===== src/rtl/pipe_ctrl_pkg.sv =====
// rtl/pipe_ctrl_pkg.sv - shared types and defaults for the pipeline stall/flush sequencer
package pipe_ctrl_pkg;

   localparam int PIPE_REG_AW       = 4;
   localparam int PIPE_DRAIN_CYCLES = 3;

   typedef enum logic [1:0] {
      ST_RUN      = 2'd0,
      ST_MEM_WAIT = 2'd1,
      ST_DRAIN    = 2'd2,
      ST_HALTED   = 2'd3
   } ctrl_state_t;

   typedef struct packed {
      logic pc_we;
      logic fd_en;
      logic fd_flush;
      logic dx_en;
      logic dx_flush;
      logic xm_en;
      logic mw_en;
   } pipe_ctl_t;

   // Free-running pipeline: every bank advances, nothing flushed.
   function automatic pipe_ctl_t ctl_run();
      pipe_ctl_t c;
      c = '0;
      c.pc_we = 1'b1;
      c.fd_en = 1'b1;
      c.dx_en = 1'b1;
      c.xm_en = 1'b1;
      c.mw_en = 1'b1;
      return c;
   endfunction

endpackage


===== src/rtl/pipe_hazard_ctrl_if.sv =====
// rtl/pipe_hazard_ctrl_if.sv - decode/execute fields, cache handshakes and bank controls
interface pipe_hazard_ctrl_if #(parameter int REG_AW = 4);

   logic [REG_AW-1:0] d_rs;
   logic [REG_AW-1:0] d_rt;
   logic              d_uses_rs;
   logic              d_uses_rt;
   logic              d_branch_taken;
   logic              d_halt;
   logic              x_memread;
   logic              x_regwrite;
   logic [REG_AW-1:0] x_rd;
   logic              if_miss;
   logic              mem_miss;
   logic              mem_fill_done;
   logic              pc_we;
   logic              fd_en;
   logic              fd_flush;
   logic              dx_en;
   logic              dx_flush;
   logic              xm_en;
   logic              mw_en;
   logic              halt_done;

   modport master (
      output d_rs, d_rt, d_uses_rs, d_uses_rt, d_branch_taken, d_halt,
             x_memread, x_regwrite, x_rd, if_miss, mem_miss, mem_fill_done,
      input  pc_we, fd_en, fd_flush, dx_en, dx_flush, xm_en, mw_en, halt_done
   );

   modport slave (
      input  d_rs, d_rt, d_uses_rs, d_uses_rt, d_branch_taken, d_halt,
             x_memread, x_regwrite, x_rd, if_miss, mem_miss, mem_fill_done,
      output pc_we, fd_en, fd_flush, dx_en, dx_flush, xm_en, mw_en, halt_done
   );

endinterface


===== src/rtl/hazard_detect.sv =====
// rtl/hazard_detect.sv - combinational load-use compare between X destination and D sources
module hazard_detect #(
   parameter int REG_AW = 4
) (
   input  logic              x_memread,
   input  logic              x_regwrite,
   input  logic [REG_AW-1:0] x_rd,
   input  logic [REG_AW-1:0] d_rs,
   input  logic [REG_AW-1:0] d_rt,
   input  logic              d_uses_rs,
   input  logic              d_uses_rt,
   output logic              stall
);

   logic rs_hit;
   logic rt_hit;

   assign rs_hit = d_uses_rs && (d_rs == x_rd);
   assign rt_hit = d_uses_rt && (d_rt == x_rd);

   // r0 is hardwired zero, so a load targeting it never produces a value to wait on.
   assign stall = x_memread && x_regwrite && (x_rd != '0) && (rs_hit || rt_hit);

endmodule


===== src/rtl/pipe_hazard_ctrl.sv =====
// rtl/pipe_hazard_ctrl.sv - stall/flush sequencer for the 5-stage pipeline; PIPE_STALL_CNT_EN adds stall_cycles
module pipe_hazard_ctrl
   import pipe_ctrl_pkg::*;
#(
   parameter int REG_AW       = PIPE_REG_AW,
   parameter int DRAIN_CYCLES = PIPE_DRAIN_CYCLES
) (
   input  logic              clk,
   input  logic              rst,
   pipe_hazard_ctrl_if.slave bus
`ifdef PIPE_STALL_CNT_EN
   ,
   output logic [15:0]       stall_cycles
`endif
);

   localparam int CW = (DRAIN_CYCLES > 1) ? $clog2(DRAIN_CYCLES) : 1;
   localparam logic [CW-1:0] CNT_LAST = CW'(DRAIN_CYCLES - 1);

   ctrl_state_t   state, state_nxt;
   logic [CW-1:0] cnt, cnt_nxt;
   logic          frz, frz_nxt;
   pipe_ctl_t     ctl;
   logic          halt_done_c;
   logic          hz;

   hazard_detect #(.REG_AW(REG_AW)) u_hazard_detect (
      .x_memread (bus.x_memread),
      .x_regwrite(bus.x_regwrite),
      .x_rd      (bus.x_rd),
      .d_rs      (bus.d_rs),
      .d_rt      (bus.d_rt),
      .d_uses_rs (bus.d_uses_rs),
      .d_uses_rt (bus.d_uses_rt),
      .stall     (hz)
   );

   always_comb begin
      ctl         = '0;
      halt_done_c = 1'b0;
      state_nxt   = state;
      cnt_nxt     = cnt;
      frz_nxt     = frz;
      if (!rst) begin
         case (state)
            ST_RUN: begin
               ctl = ctl_run();
               if (bus.mem_miss) begin
                  ctl       = '0;
                  state_nxt = ST_MEM_WAIT;
               end else if (hz) begin
                  ctl.pc_we    = 1'b0;
                  ctl.fd_en    = 1'b0;
                  ctl.dx_flush = 1'b1;
               end else if (bus.if_miss) begin
                  // A taken branch still redirects the PC while fetch is missing.
                  ctl.pc_we    = bus.d_branch_taken;
                  ctl.fd_flush = 1'b1;
               end else if (bus.d_branch_taken) begin
                  ctl.fd_flush = 1'b1;
               end else if (bus.d_halt) begin
                  ctl.pc_we    = 1'b0;
                  ctl.fd_flush = 1'b1;
                  state_nxt    = ST_DRAIN;
                  cnt_nxt      = '0;
                  frz_nxt      = 1'b0;
               end
            end
            ST_MEM_WAIT: begin
               if (bus.mem_fill_done && !bus.mem_miss) begin
                  state_nxt = ST_RUN;
               end
            end
            ST_DRAIN: begin
               if (bus.mem_miss) begin
                  frz_nxt = 1'b1;
               end else if (frz) begin
                  frz_nxt = !bus.mem_fill_done;
               end else begin
                  ctl          = ctl_run();
                  ctl.pc_we    = 1'b0;
                  ctl.fd_flush = 1'b1;
                  ctl.dx_flush = 1'b1;
                  cnt_nxt      = cnt + 1'b1;
                  if (cnt == CNT_LAST) begin
                     state_nxt = ST_HALTED;
                  end
               end
            end
            default: begin
               halt_done_c = 1'b1;
            end
         endcase
      end
   end

   always_ff @(posedge clk or posedge rst) begin
      if (rst) begin
         state <= ST_RUN;
         cnt   <= '0;
         frz   <= 1'b0;
      end else begin
         state <= state_nxt;
         cnt   <= cnt_nxt;
         frz   <= frz_nxt;
      end
   end

   assign bus.pc_we     = ctl.pc_we;
   assign bus.fd_en     = ctl.fd_en;
   assign bus.fd_flush  = ctl.fd_flush;
   assign bus.dx_en     = ctl.dx_en;
   assign bus.dx_flush  = ctl.dx_flush;
   assign bus.xm_en     = ctl.xm_en;
   assign bus.mw_en     = ctl.mw_en;
   assign bus.halt_done = halt_done_c;

`ifdef PIPE_STALL_CNT_EN
   always_ff @(posedge clk or posedge rst) begin
      if (rst) begin
         stall_cycles <= '0;
      end else if (!ctl.pc_we && (state == ST_RUN || state == ST_MEM_WAIT)
                   && stall_cycles != 16'hFFFF) begin
         stall_cycles <= stall_cycles + 16'd1;
      end
   end
`endif

endmodule


===== src/flat_wrapper.sv =====
// flat-port wrapper written by rule: the top's interface ports become plain ports
module pipe_hazard_ctrl_flat import pipe_ctrl_pkg::*;
#(
   parameter int REG_AW       = PIPE_REG_AW,
   parameter int DRAIN_CYCLES = PIPE_DRAIN_CYCLES
)
  (clk, rst, bus_d_rs, bus_d_rt, bus_d_uses_rs, bus_d_uses_rt, bus_d_branch_taken, bus_d_halt, bus_x_memread, bus_x_regwrite, bus_x_rd, bus_if_miss, bus_mem_miss, bus_mem_fill_done, bus_pc_we, bus_fd_en, bus_fd_flush, bus_dx_en, bus_dx_flush, bus_xm_en, bus_mw_en, bus_halt_done);
  pipe_hazard_ctrl_if #(.REG_AW(REG_AW)) bus_i ();
  input  logic clk;
  input  logic rst;
  input wire logic [$bits(bus_i.d_rs)-1:0] bus_d_rs;
  input wire logic [$bits(bus_i.d_rt)-1:0] bus_d_rt;
  input wire logic [$bits(bus_i.d_uses_rs)-1:0] bus_d_uses_rs;
  input wire logic [$bits(bus_i.d_uses_rt)-1:0] bus_d_uses_rt;
  input wire logic [$bits(bus_i.d_branch_taken)-1:0] bus_d_branch_taken;
  input wire logic [$bits(bus_i.d_halt)-1:0] bus_d_halt;
  input wire logic [$bits(bus_i.x_memread)-1:0] bus_x_memread;
  input wire logic [$bits(bus_i.x_regwrite)-1:0] bus_x_regwrite;
  input wire logic [$bits(bus_i.x_rd)-1:0] bus_x_rd;
  input wire logic [$bits(bus_i.if_miss)-1:0] bus_if_miss;
  input wire logic [$bits(bus_i.mem_miss)-1:0] bus_mem_miss;
  input wire logic [$bits(bus_i.mem_fill_done)-1:0] bus_mem_fill_done;
  output wire logic [$bits(bus_i.pc_we)-1:0] bus_pc_we;
  output wire logic [$bits(bus_i.fd_en)-1:0] bus_fd_en;
  output wire logic [$bits(bus_i.fd_flush)-1:0] bus_fd_flush;
  output wire logic [$bits(bus_i.dx_en)-1:0] bus_dx_en;
  output wire logic [$bits(bus_i.dx_flush)-1:0] bus_dx_flush;
  output wire logic [$bits(bus_i.xm_en)-1:0] bus_xm_en;
  output wire logic [$bits(bus_i.mw_en)-1:0] bus_mw_en;
  output wire logic [$bits(bus_i.halt_done)-1:0] bus_halt_done;
  assign bus_i.d_rs = bus_d_rs;
  assign bus_i.d_rt = bus_d_rt;
  assign bus_i.d_uses_rs = bus_d_uses_rs;
  assign bus_i.d_uses_rt = bus_d_uses_rt;
  assign bus_i.d_branch_taken = bus_d_branch_taken;
  assign bus_i.d_halt = bus_d_halt;
  assign bus_i.x_memread = bus_x_memread;
  assign bus_i.x_regwrite = bus_x_regwrite;
  assign bus_i.x_rd = bus_x_rd;
  assign bus_i.if_miss = bus_if_miss;
  assign bus_i.mem_miss = bus_mem_miss;
  assign bus_i.mem_fill_done = bus_mem_fill_done;
  assign bus_pc_we = bus_i.pc_we;
  assign bus_fd_en = bus_i.fd_en;
  assign bus_fd_flush = bus_i.fd_flush;
  assign bus_dx_en = bus_i.dx_en;
  assign bus_dx_flush = bus_i.dx_flush;
  assign bus_xm_en = bus_i.xm_en;
  assign bus_mw_en = bus_i.mw_en;
  assign bus_halt_done = bus_i.halt_done;
  pipe_hazard_ctrl #(.REG_AW(REG_AW), .DRAIN_CYCLES(DRAIN_CYCLES)) u_core (.clk(clk), .rst(rst), .bus(bus_i));
endmodule

===== config.mk =====
export PLATFORM = sky130hd
export DESIGN_NAME = pipe_hazard_ctrl_flat
export DESIGN_NICKNAME = d
export VERILOG_FILES = /design/src/rtl/pipe_ctrl_pkg.sv /design/src/rtl/pipe_hazard_ctrl_if.sv /design/src/rtl/hazard_detect.sv /design/src/rtl/pipe_hazard_ctrl.sv /design/src/flat_wrapper.sv
export SDC_FILE = /design/constraint.sdc
export NUM_CORES = 1
export LEC_CHECK = 0
export CORE_MARGIN = 2
export CORE_UTILIZATION = 36
export DETAILED_ROUTE_END_ITERATION = 7
export PLACE_DENSITY = 0.75
export SKIP_LAST_GASP = 1
export SYNTH_ARGS = -nofsm -noshare
export SYNTH_HDL_FRONTEND = slang
export SYNTH_SLANG_ARGS = --single-unit

===== constraint.sdc =====
create_clock -name clk -period 1.68 [get_ports clk]
set_input_delay 0.168 -clock clk [delete_from_list [all_inputs] [get_ports clk]]
set_output_delay 0.168 -clock clk [all_outputs]
set_load 0.01 [all_outputs]

==> flow_metrics.tcl <==
set metrics [dict create \
    p_per_area_nw_per_um2 1120 \
    fin_crit_ns 1.75 \
    clock-root-buffer "clkbuf_4" \
    min_path_type "in2async" \
    drt-pass1-iter-count 4 \
    grt_setup_unrepaired "true" \
    p_total_mw 1.37 \
    clock_path_buffers 2 \
    dp_hpwl_um 1410 \
    clk_latency_ns 0.23 \
    cts_tree "built" \
    core-area_um2 1710 \
    setup_viol 6 \
    status "finished, violations left" \
    violations "negative setup slack" \
    die_w_um 46.5 \
    tightestPinTransition_ns 0.336 \
    gp_congestion 0.825 \
    grt_pass1_wl_um 3160 \
    finClkSkew_ns 0.00500 \
    grt-ovfl-total 0 \
    layout-drive-gt1-share_pct 41.2 \
    finalNetCount 165 \
    timing.critical_path.fanout_max 7 \
    ys.flop_type "dfrtp_1" \
    final_cell_mix "13 x buf_4, 11 x clkdlybuf4s50_1, 7 x nand2_1, 7 x nor2_1, 7 x buf_2" \
    report.final.slew_viol_count 0 \
    whs_ns 0.311 \
    routedWlPerCell_um 12.9 \
    synth_cells 88 \
    ff2ff_setup_slack_ns -0.07 \
    ys_ff_latch 5 \
    die_h_um 46.5 \
    finalCoreUtilization_pct 71.6 \
    cts_made_buffers 3 \
    crit_end "u_core.state[1]$_DFFE_PP0P_" \
    worst-endpoint-arrival_ns 1.87 \
    routed_via_density 5.00 \
    cts_num_sinks 5 \
    h-tree-depth 1 \
    async_reset_ff_share_pct 100 \
    io_pins 31 \
    post-route-period-util_pct 104 \
    path_class "reg2reg" \
    postRouteAntennaNets 0 \
    synth_edf_count 0 \
    setup_slack_ns -0.0719 \
    rr_endpoint "u_core.state[1]$_DFFE_PP0P_" \
    syn2layout_area_growth_pct 88.2 \
    critPathLaunchType "register" \
    fmax_ghz 0.571 \
    final_common_cell "buf_4" \
    final_hold_viol_count 0 \
    synth_fp_nets 116 \
    drt_iter0_markers 9 \
    maxCapViolCount 0 \
    routed_wl_um 2080 \
    cts-hold-fix-buffers 0 \
    synth_area_um2 649 \
    ys_seq_area_share_pct 19.3 \
    cp-end-kind "register" \
    syn_area_per_cell_um2 7.38 \
    startpoint "u_core.state[1]$_DFFE_PP0P_" \
    grt_max_degree 10 \
    num_vias 805 \
    slew-limit-headroom_pct 77.5 \
    antenna_found_initial 0 \
    grt_pass1_vias 785 \
    fp-row-count 15 \
    required_ns 1.80 \
    timing.rr.start "u_core.state[1]$_DFFE_PP0P_" \
    ir_worst_vdd_v 0.000910 \
    grtUsageTotal_pct 20.6 \
    yosysWarnings 0 \
    clk_pin_slew_ns 0.04 \
    drc 0 \
    initial_utilization_pct 38.0 \
    dieArea_um2 2160 \
    nFillCells 129 \
    power_leakage_nw 0.580 \
    yosys.cell_types.count 28 \
    n_antenna_cell 0 \
    ff2ff_path_depth 7 \
    port-buffer-count 30 \
]
power by group:
group	internal (mW)	leakage, nW	total, mW	switching, mW
registers	0.176	0.0632	0.229	0.0521
clock network	0.0894	0.0150	0.133	0.0433
logic	0.523	0.502	1.00	0.482
critical path, stage by stage (launching register included):
cell	delay, ns
dfrtp_1	0.40
buf_6	0.14
ha_4	0.18
buf_6	0.14
a21oi_2	0.11
nand4_1	0.13
a21oi_2	0.21
mux2_4	0.33
per-stage QoR:
step                cell area (µm²)  cells  setup TNS [ns]  worst slack (ns)
floorplan                       649     88         -0.0119          -0.00595
global placement               1080    156           -4.22            -0.575
detailed placement             1080    156           -4.89            -0.638
CTS                            1160    161          -0.278           -0.0630
global route                   1220    161          -0.670            -0.118
finish                         1220    161          -0.203           -0.0719
what timing repair did:
| item | 4_1_cts | 5_1_grt |
|---|---|---|
| setup endpoints to repair | 11 | 10 |
| setup buffers | 1 | 0 |
| pin swaps | 9 | 16 |
| gates resized for setup | 57 | 22 |
layer usage:
metal,GRT usage (%),wire length [µm]
met1,23.9,872
met2,37.5,1090
met3,1.18,90
met4,10.3,25
met5,0,0
how the worst min path moves through the flow:
stage          startpoint                     endpoint  cells after the start
6_report              rst  u_core.state[0]$_DFFE_PP0P_                      3
5_1_grt               rst  u_core.state[0]$_DFFE_PP0P_                      3
4_1_cts               rst  u_core.state[0]$_DFFE_PP0P_                      3
3_5_place_dp          rst  u_core.state[0]$_DFFE_PP0P_                      3
3_3_place_gp          rst  u_core.state[0]$_DFFE_PP0P_                      3
2_1_floorplan         rst    u_core.cnt[0]$_DFFE_PP0P_                      1
cell usage after synthesis (2+ instances only):
| cell | instances | area share, % |
|---|---|---|
| nor2_1 | 9 | 5.2 |
| nand2_1 | 8 | 4.6 |
| a21oi_1 | 7 | 5.4 |
| inv_1 | 7 | 4.0 |
| o21ai_0 | 6 | 4.6 |
| dfrtp_1 | 5 | 19 |
| ha_1 | 5 | 9.6 |
| nor2b_1 | 5 | 4.8 |
| xnor2_1 | 5 | 6.7 |
| nand3_1 | 4 | 3.1 |
| nand4_1 | 3 | 2.9 |
| nor3_1 | 3 | 2.3 |
| xor2_1 | 3 | 4.0 |
| buf_4 | 2 | 2.3 |
| mux2_2 | 2 | 3.5 |
| nor4_2 | 2 | 3.9 |
cell families after synthesis:
family / after synthesis / share of synthesized area (%)
AOI/OAI and AO/OA: 19 / 18.1
xor gates and xnor gates: 8 / 10.8
adders and majority gates: 5 / 9.63
buffers and inverters: 11 / 7.71
DFF: 5 / 19.3
muxes: 2 / 3.47
and+or+nand+nor: 38 / 31.0
sequential cells by signal, summed over array words and instances, names as in the netlist:
name          cells
u_core.cnt        2
u_core.state      2
u_core.frz        1
layout make-up:
class | instances | area (µm²) | share of cell area [%]
multi-input combinational | 72 | 593 | 48.5
clock buffer | 4 | 26.3 | 2.15
sequential | 5 | 125 | 10.2
timing repair buffer | 48 | 420 | 34.4
inverter | 7 | 26.3 | 2.15
tap | 25 | 31.3 | 2.56
Note: power is estimated with default switching activity, not from simulation.
